<file path="config.mk">
export PLATFORM = sky130hd
export DESIGN_NAME = pll_reset_sequencer
export DESIGN_NICKNAME = d
export VERILOG_FILES = /design/src/rtl/pll_reset_sequencer.sv
export SDC_FILE = /design/constraint.sdc
export NUM_CORES = 1
export LEC_CHECK = 0
export BUFFER_PORTS_ARGS = -buffer_cell sky130_fd_sc_hd__buf_2
export CAP_MARGIN = 20
export CORE_MARGIN = 2
export CORE_UTILIZATION = 65
export CTS_CLUSTER_DIAMETER = 120
export DETAILED_ROUTE_END_ITERATION = 12
export GPL_TIMING_DRIVEN = 0
export PLACE_DENSITY = 0.84
export SKIP_CTS_REPAIR_TIMING = 1
export SYNTH_ARGS = -nofsm -noshare
export SYNTH_HDL_FRONTEND = slang
export SYNTH_SLANG_ARGS = --single-unit
</file>
<file path="constraint.sdc">
create_clock -name refclk -period 5.5 [get_ports refclk]
set_clock_uncertainty 0.15 [all_clocks]
set_input_delay 0.825 -clock refclk [delete_from_list [all_inputs] [get_ports refclk]]
set_output_delay 0.825 -clock refclk [all_outputs]
set_load 0.005 [all_outputs]
</file>
<file path="src/rtl/pll_reset_sequencer.sv">
// -----------------------------------------------------------------------------
// pll_reset_sequencer
//
// Brings up the system PLL and releases the resets of the clock domains it
// feeds. Each attempt pulses the PLL reset, waits for a sustained lock
// indication, then releases the domain resets one by one in index order.
// A lock timeout causes a retry (counted, saturating). Lock loss after the
// release has started, or a software request, restarts the whole sequence
// with every domain put back into reset at once.
//
// Ports
//   refclk        in   1            reference clock, the only clock
//   rst           in   1            synchronous active-high reset
//   pll_locked    in   1            PLL lock, asynchronous (2-flop synchronised)
//   sw_reset_req  in   1            single-cycle pulse: restart the sequence
//   pll_rst       out  1            PLL reset, active-high
//   domain_reset  out  NUM_DOMAINS  per-domain reset, active-high
//   ready         out  1            all domains released and lock held
//   retry_count   out  4            lock-timeout retries, saturates at 15
//   lock_lost     out  1            sticky: lock dropped after release began
// -----------------------------------------------------------------------------
module pll_reset_sequencer #(
    parameter int NUM_DOMAINS    = 6,
    parameter int PLL_RST_CYCLES = 16,
    parameter int LOCK_STABLE    = 1024,
    parameter int LOCK_TIMEOUT   = 500000,
    parameter int RELEASE_GAP    = 64
) (
    input  logic                   refclk,
    input  logic                   rst,
    input  logic                   pll_locked,
    input  logic                   sw_reset_req,
    output logic                   pll_rst,
    output logic [NUM_DOMAINS-1:0] domain_reset,
    output logic                   ready,
    output logic [3:0]             retry_count,
    output logic                   lock_lost
);

    // One shared counter serves the PLL reset pulse, the lock timeout and the
    // release gap; it is cleared on every state entry so it never wraps.
    localparam int MAX_A   = (PLL_RST_CYCLES > RELEASE_GAP) ? PLL_RST_CYCLES : RELEASE_GAP;
    localparam int MAX_CNT = (MAX_A > LOCK_TIMEOUT) ? MAX_A : LOCK_TIMEOUT;
    localparam int CW      = $clog2(MAX_CNT + 1);
    localparam int SW      = $clog2(LOCK_STABLE + 1);

    localparam logic [CW-1:0] PRC_LAST  = CW'(PLL_RST_CYCLES - 1);
    localparam logic [CW-1:0] GAP_LAST  = CW'(RELEASE_GAP - 1);
    localparam logic [CW-1:0] TIMEOUT   = CW'(LOCK_TIMEOUT);
    localparam logic [SW-1:0] STABLE    = SW'(LOCK_STABLE);
    localparam logic [NUM_DOMAINS-1:0] ALL_ONES = '1;

    typedef enum logic [1:0] {
        ST_PLL_RST,
        ST_WAIT_LOCK,
        ST_RELEASE,
        ST_RUN
    } state_t;

    state_t                 state_reg, state_next;
    logic [CW-1:0]          cnt_reg, cnt_next;
    logic [SW-1:0]          stable_reg, stable_next;
    logic [1:0]             sync_reg;
    logic                   pll_rst_reg, pll_rst_next;
    logic [NUM_DOMAINS-1:0] domain_reset_reg, domain_reset_next;
    logic                   ready_reg, ready_next;
    logic [3:0]             retry_reg, retry_next;
    logic                   lock_lost_reg, lock_lost_next;

    logic                   locked_s;
    logic                   lock_drop;
    logic [SW-1:0]          stable_inc;
    logic [CW-1:0]          cnt_inc;

    assign locked_s = sync_reg[1];

    always_ff @(posedge refclk) begin
        if (rst) begin
            state_reg        <= ST_PLL_RST;
            cnt_reg          <= '0;
            stable_reg       <= '0;
            sync_reg         <= '0;
            pll_rst_reg      <= 1'b1;
            domain_reset_reg <= ALL_ONES;
            ready_reg        <= 1'b0;
            retry_reg        <= 4'd0;
            lock_lost_reg    <= 1'b0;
        end else begin
            state_reg        <= state_next;
            cnt_reg          <= cnt_next;
            stable_reg       <= stable_next;
            sync_reg         <= {sync_reg[0], pll_locked};
            pll_rst_reg      <= pll_rst_next;
            domain_reset_reg <= domain_reset_next;
            ready_reg        <= ready_next;
            retry_reg        <= retry_next;
            lock_lost_reg    <= lock_lost_next;
        end
    end

    always_comb begin
        state_next        = state_reg;
        cnt_next          = cnt_reg;
        stable_next       = stable_reg;
        pll_rst_next      = pll_rst_reg;
        domain_reset_next = domain_reset_reg;
        ready_next        = ready_reg;
        retry_next        = retry_reg;
        lock_lost_next    = lock_lost_reg;

        cnt_inc    = cnt_reg + 1'b1;
        stable_inc = locked_s ? stable_reg + 1'b1 : '0;
        lock_drop  = ((state_reg == ST_RELEASE) || (state_reg == ST_RUN)) && !locked_s;

        if (lock_drop || sw_reset_req) begin
            // Restart: every domain goes back into reset on the same edge.
            if (lock_drop) begin
                lock_lost_next = 1'b1;
            end
            state_next        = ST_PLL_RST;
            cnt_next          = '0;
            stable_next       = '0;
            pll_rst_next      = 1'b1;
            domain_reset_next = ALL_ONES;
            ready_next        = 1'b0;
        end else begin
            case (state_reg)
                ST_PLL_RST: begin
                    if (cnt_reg == PRC_LAST) begin
                        state_next   = ST_WAIT_LOCK;
                        cnt_next     = '0;
                        stable_next  = '0;
                        pll_rst_next = 1'b0;
                    end else begin
                        cnt_next = cnt_inc;
                    end
                end
                ST_WAIT_LOCK: begin
                    // Stable lock wins over a coincident timeout.
                    if (stable_inc == STABLE) begin
                        state_next        = ST_RELEASE;
                        cnt_next          = '0;
                        stable_next       = '0;
                        domain_reset_next = ALL_ONES << 1;
                    end else if (cnt_inc == TIMEOUT) begin
                        state_next   = ST_PLL_RST;
                        cnt_next     = '0;
                        stable_next  = '0;
                        pll_rst_next = 1'b1;
                        if (retry_reg != 4'hF) begin
                            retry_next = retry_reg + 4'd1;
                        end
                    end else begin
                        cnt_next    = cnt_inc;
                        stable_next = stable_inc;
                    end
                end
                ST_RELEASE: begin
                    // Shifting zeros in from the bottom releases domains strictly
                    // in index order; one more gap after the last one gives ready.
                    if (cnt_reg == GAP_LAST) begin
                        cnt_next = '0;
                        if (domain_reset_reg == '0) begin
                            state_next = ST_RUN;
                            ready_next = 1'b1;
                        end else begin
                            domain_reset_next = domain_reset_reg << 1;
                        end
                    end else begin
                        cnt_next = cnt_inc;
                    end
                end
                default: begin
                end
            endcase
        end
    end

    assign pll_rst      = pll_rst_reg;
    assign domain_reset = domain_reset_reg;
    assign ready        = ready_reg;
    assign retry_count  = retry_reg;
    assign lock_lost    = lock_lost_reg;

endmodule

</file>
==> flow_metrics.py <==
metrics = {
    "sta": {
        "setup_tns_ps": 0,
        "slew_viol_final": 0,
        "period_needed_ps": 3743,
        "worst_pin_slew_ps": 948.5,
        "rsz0062_at_grt": "false",
        "slew_headroom_pct": 36.77,
        "period_share_pct": 68.05,
        "setup_violations": 0,
        "hold_violations": 0,
        "setup_ws_ps": 1757,
        "fmax_mhz": 267.2,
    },
    "grt": {
        "grt_overflow": 0,
        "first_global_vias": 2554,
        "grt_max_degree": 15,
        "antenna_found_initial": 0,
        "grt_usage_pct": 28.17,
        "grt_pass1_wl_mm": 11.58,
    },
    "clock_tree": {
        "clkTransAtPathRegs_ps": 90,
        "clock_latency_ps": 300,
        "cts_tree": "yes",
        "cts_buffers": 5,
        "cts_root_buffer": "clkbuf_8",
        "clkSinkCount": 47,
        "cts_htree_levels": 2,
        "clock_path_buffers": 2,
    },
    "yosys": {
        "ys_async_sr_fraction_pct": 0,
        "mappedNetlistArea_sq_um": 2917,
        "ys_warn_count": 0,
        "yosysUniqueCellTypes": 63,
        "synth-edff-count": 0,
        "syn_nets": 376,
        "ys_seq_area_share_pct": 32.26,
        "synth_cells": 364,
        "avgSynthCellArea_sq_um": 8.012,
        "synth-seq-cells": 47,
        "synth_ff_type": "dfxtp_1",
    },
    "power_and_ir_drop": {
        "power_density_nw_per_um2": 180.7,
        "p_leak_uw": 0.001153,
        "power.share.clock_pct": 36.4,
        "vdd_drop_max_uv": 179.4,
        "combPwrFrac_pct": 3.1,
        "p_sw_share_pct": 23.19,
        "p_sw_uw": 131.7,
        "p_int_uw": 436.2,
        "p_seq_share_pct": 60.4,
    },
    "min_path": {
        "hold_class": "register to register",
    },
    "final_layout": {
        "fillers": 355,
        "largest_reg_flops": 19,
        "syn_to_final_growth_pct": 7.722,
        "multi_input_area_sq_um": 1808,
        "design_area_sq_um": 3142,
        "final_common_cell": "dfxtp_1",
        "area.sequential_sq_um": 940.9,
        "finalNonFillerCells": 439,
        "drive_gt1_share_pct": 12.66,
        "num_antenna_cells": 0,
        "post-route-util_pct": 72.66,
        "fin_nets": 398,
        "final_cell_mix": "dfxtp_1 (47), nand2_1 (43), nor2_1 (39)",
    },
    "setup_path": {
        "endpoint_kind": "register",
        "worst_setup_path_start_kind": "register",
        "crit_fanout": 10,
        "regToRegSetupSlack_ps": 1760,
        "cp.arrival_ps": 3780,
        "path_class": "register to register",
        "critPathRequiredTime_ps": 5540,
    },
    "die": {
        "io_pins": 17,
        "dieArea_sq_um": 5039,
        "initial_core_util_pct": 67.45,
        "core_sq_um": 4324,
        "die-height_microns": 70.99,
        "row_count": 24,
        "die_w_microns": 70.99,
    },
    "placed_design": {
        "gp_congestion": 0.9433,
        "dpl-instance-area_sq_um": 3057,
        "io_buffers": 15,
        "place_hpwl_mm": 4.866,
        "placedCellCount": 431,
        "pre_cts_ws_ps": 1847,
    },
    "status": {
        "outcome": "completed",
    },
    "detailed_routing": {
        "vias_per_cell": 6.344,
        "drt_iter0_drc": 358,
        "antenna_left": 0,
        "vias": 2785,
        "drc_errors": 0,
        "first_pass_iters": 5,
        "drt-total-wl_mm": 6.815,
        "drt-wirelength-per-cell_microns": 15.52,
    },
    "job": {
        "cap_violations": 0,
    },
}
-- worst max-delay path, stage by stage (launching register included) --
cell     delay [ps]
dfxtp_1         490
ha_1            250
nand3_1         230
nor2_1          570
nand2_1         100
a311o_1         420
nor4_4          640
o21ai_4         220
buf_2           260
a22oi_1         190
o31ai_1         100
-- synthesized netlist by cell type (all sizes together) (2+ instances only) --
cell type / instances / area, sq um
dfxtp: 47 / 940.9
nand2: 43 / 161.4
nor2: 39 / 146.4
nand3: 24 / 137.6
o21ai: 18 / 101.4
nand4: 17 / 121.4
inv: 16 / 60.06
buf: 12 / 68.82
a21oi: 10 / 50.05
clkbuf: 10 / 38.78
ha: 8 / 100.1
mux2i: 8 / 80.08
nor4: 8 / 101.3
nor3: 7 / 40.04
a21o: 6 / 45.04
o311ai: 6 / 52.55
a22o: 5 / 43.79
and3: 5 / 31.28
and3b: 5 / 43.79
o211ai: 5 / 37.54
or3: 5 / 31.28
a31oi: 4 / 25.02
and4: 4 / 35.03
o31ai: 4 / 30.03
xnor2: 4 / 35.03
a211oi: 3 / 22.52
a311oi: 3 / 26.28
nand2b: 3 / 18.77
nand3b: 3 / 22.52
nor2b: 3 / 18.77
nor3b: 3 / 22.52
or2: 3 / 18.78
a22oi: 2 / 15.01
nand4b: 2 / 17.52
nor4b: 2 / 17.52
o2111ai: 2 / 17.52
o221ai: 2 / 17.52
o32ai: 2 / 25.03
or4: 2 / 18.77
-- per-stage QoR --
step / hold WS [ps] / power, uW
after floorplan: 263.8 / 362.7
after global placement: 271.4 / 367.6
after detailed placement: 287.4 / 368.4
after CTS: 307.1 / 572.5
after global routing: 318.6 / 585.1
final: 304.4 / 567.9
-- worst paths after layout --
path,cells past startpoint,startpoint,end
setup / recovery,10,cnt_reg[0]$_SDFFE_PP0P_,cnt_reg[8]$_SDFFE_PP0P_
hold / removal,1,sync_reg[0]$_SDFF_PP0_,sync_reg[1]$_SDFF_PP0_
setup reg to reg,10,cnt_reg[0]$_SDFFE_PP0P_,cnt_reg[8]$_SDFFE_PP0P_
hold reg to reg,1,sync_reg[0]$_SDFF_PP0_,sync_reg[1]$_SDFF_PP0_
-- power by group through the flow --
stage / Sequential (uW) / Combinational, uW / Clock (uW)
floorplan: 350 / 12.3 / 0
global placement: 351 / 16.7 / 0
detailed placement: 351 / 17.4 / 0
CTS: 343 / 17.5 / 212
global route: 343 / 19.6 / 222
finish: 343 / 17.7 / 207
-- kinds of logic after synthesis --
| group | Yosys count | synth area share [%] |
|---|---|---|
| muxes | 9 | 3.132 |
| xor gates and xnor gates | 4 | 1.201 |
| AOI/OAI and AO/OA | 79 | 19.56 |
| and+or+nand+nor | 179 | 34.66 |
| buffers and inverters | 38 | 5.749 |
| adders and majority gates | 8 | 3.432 |
| DFF | 47 | 32.26 |
-- cell type report --
class | count | share of cell area (%)
buffer | 22 | 3.425
clock buffer | 6 | 2.310
clock inverter | 2 | 0.3982
inverter | 16 | 1.912
multi-input combinational | 279 | 57.55
sequential | 47 | 29.95
tap | 52 | 2.071
timing repair buffer | 15 | 2.389
-- routing by layer --
layer	global-route usage, %	wire length (microns)
met1	38.56	3302
met2	45.48	3096
met3	4.274	315
met4	9.644	101
met5	0	0
Power figures use the tool's default switching activity.
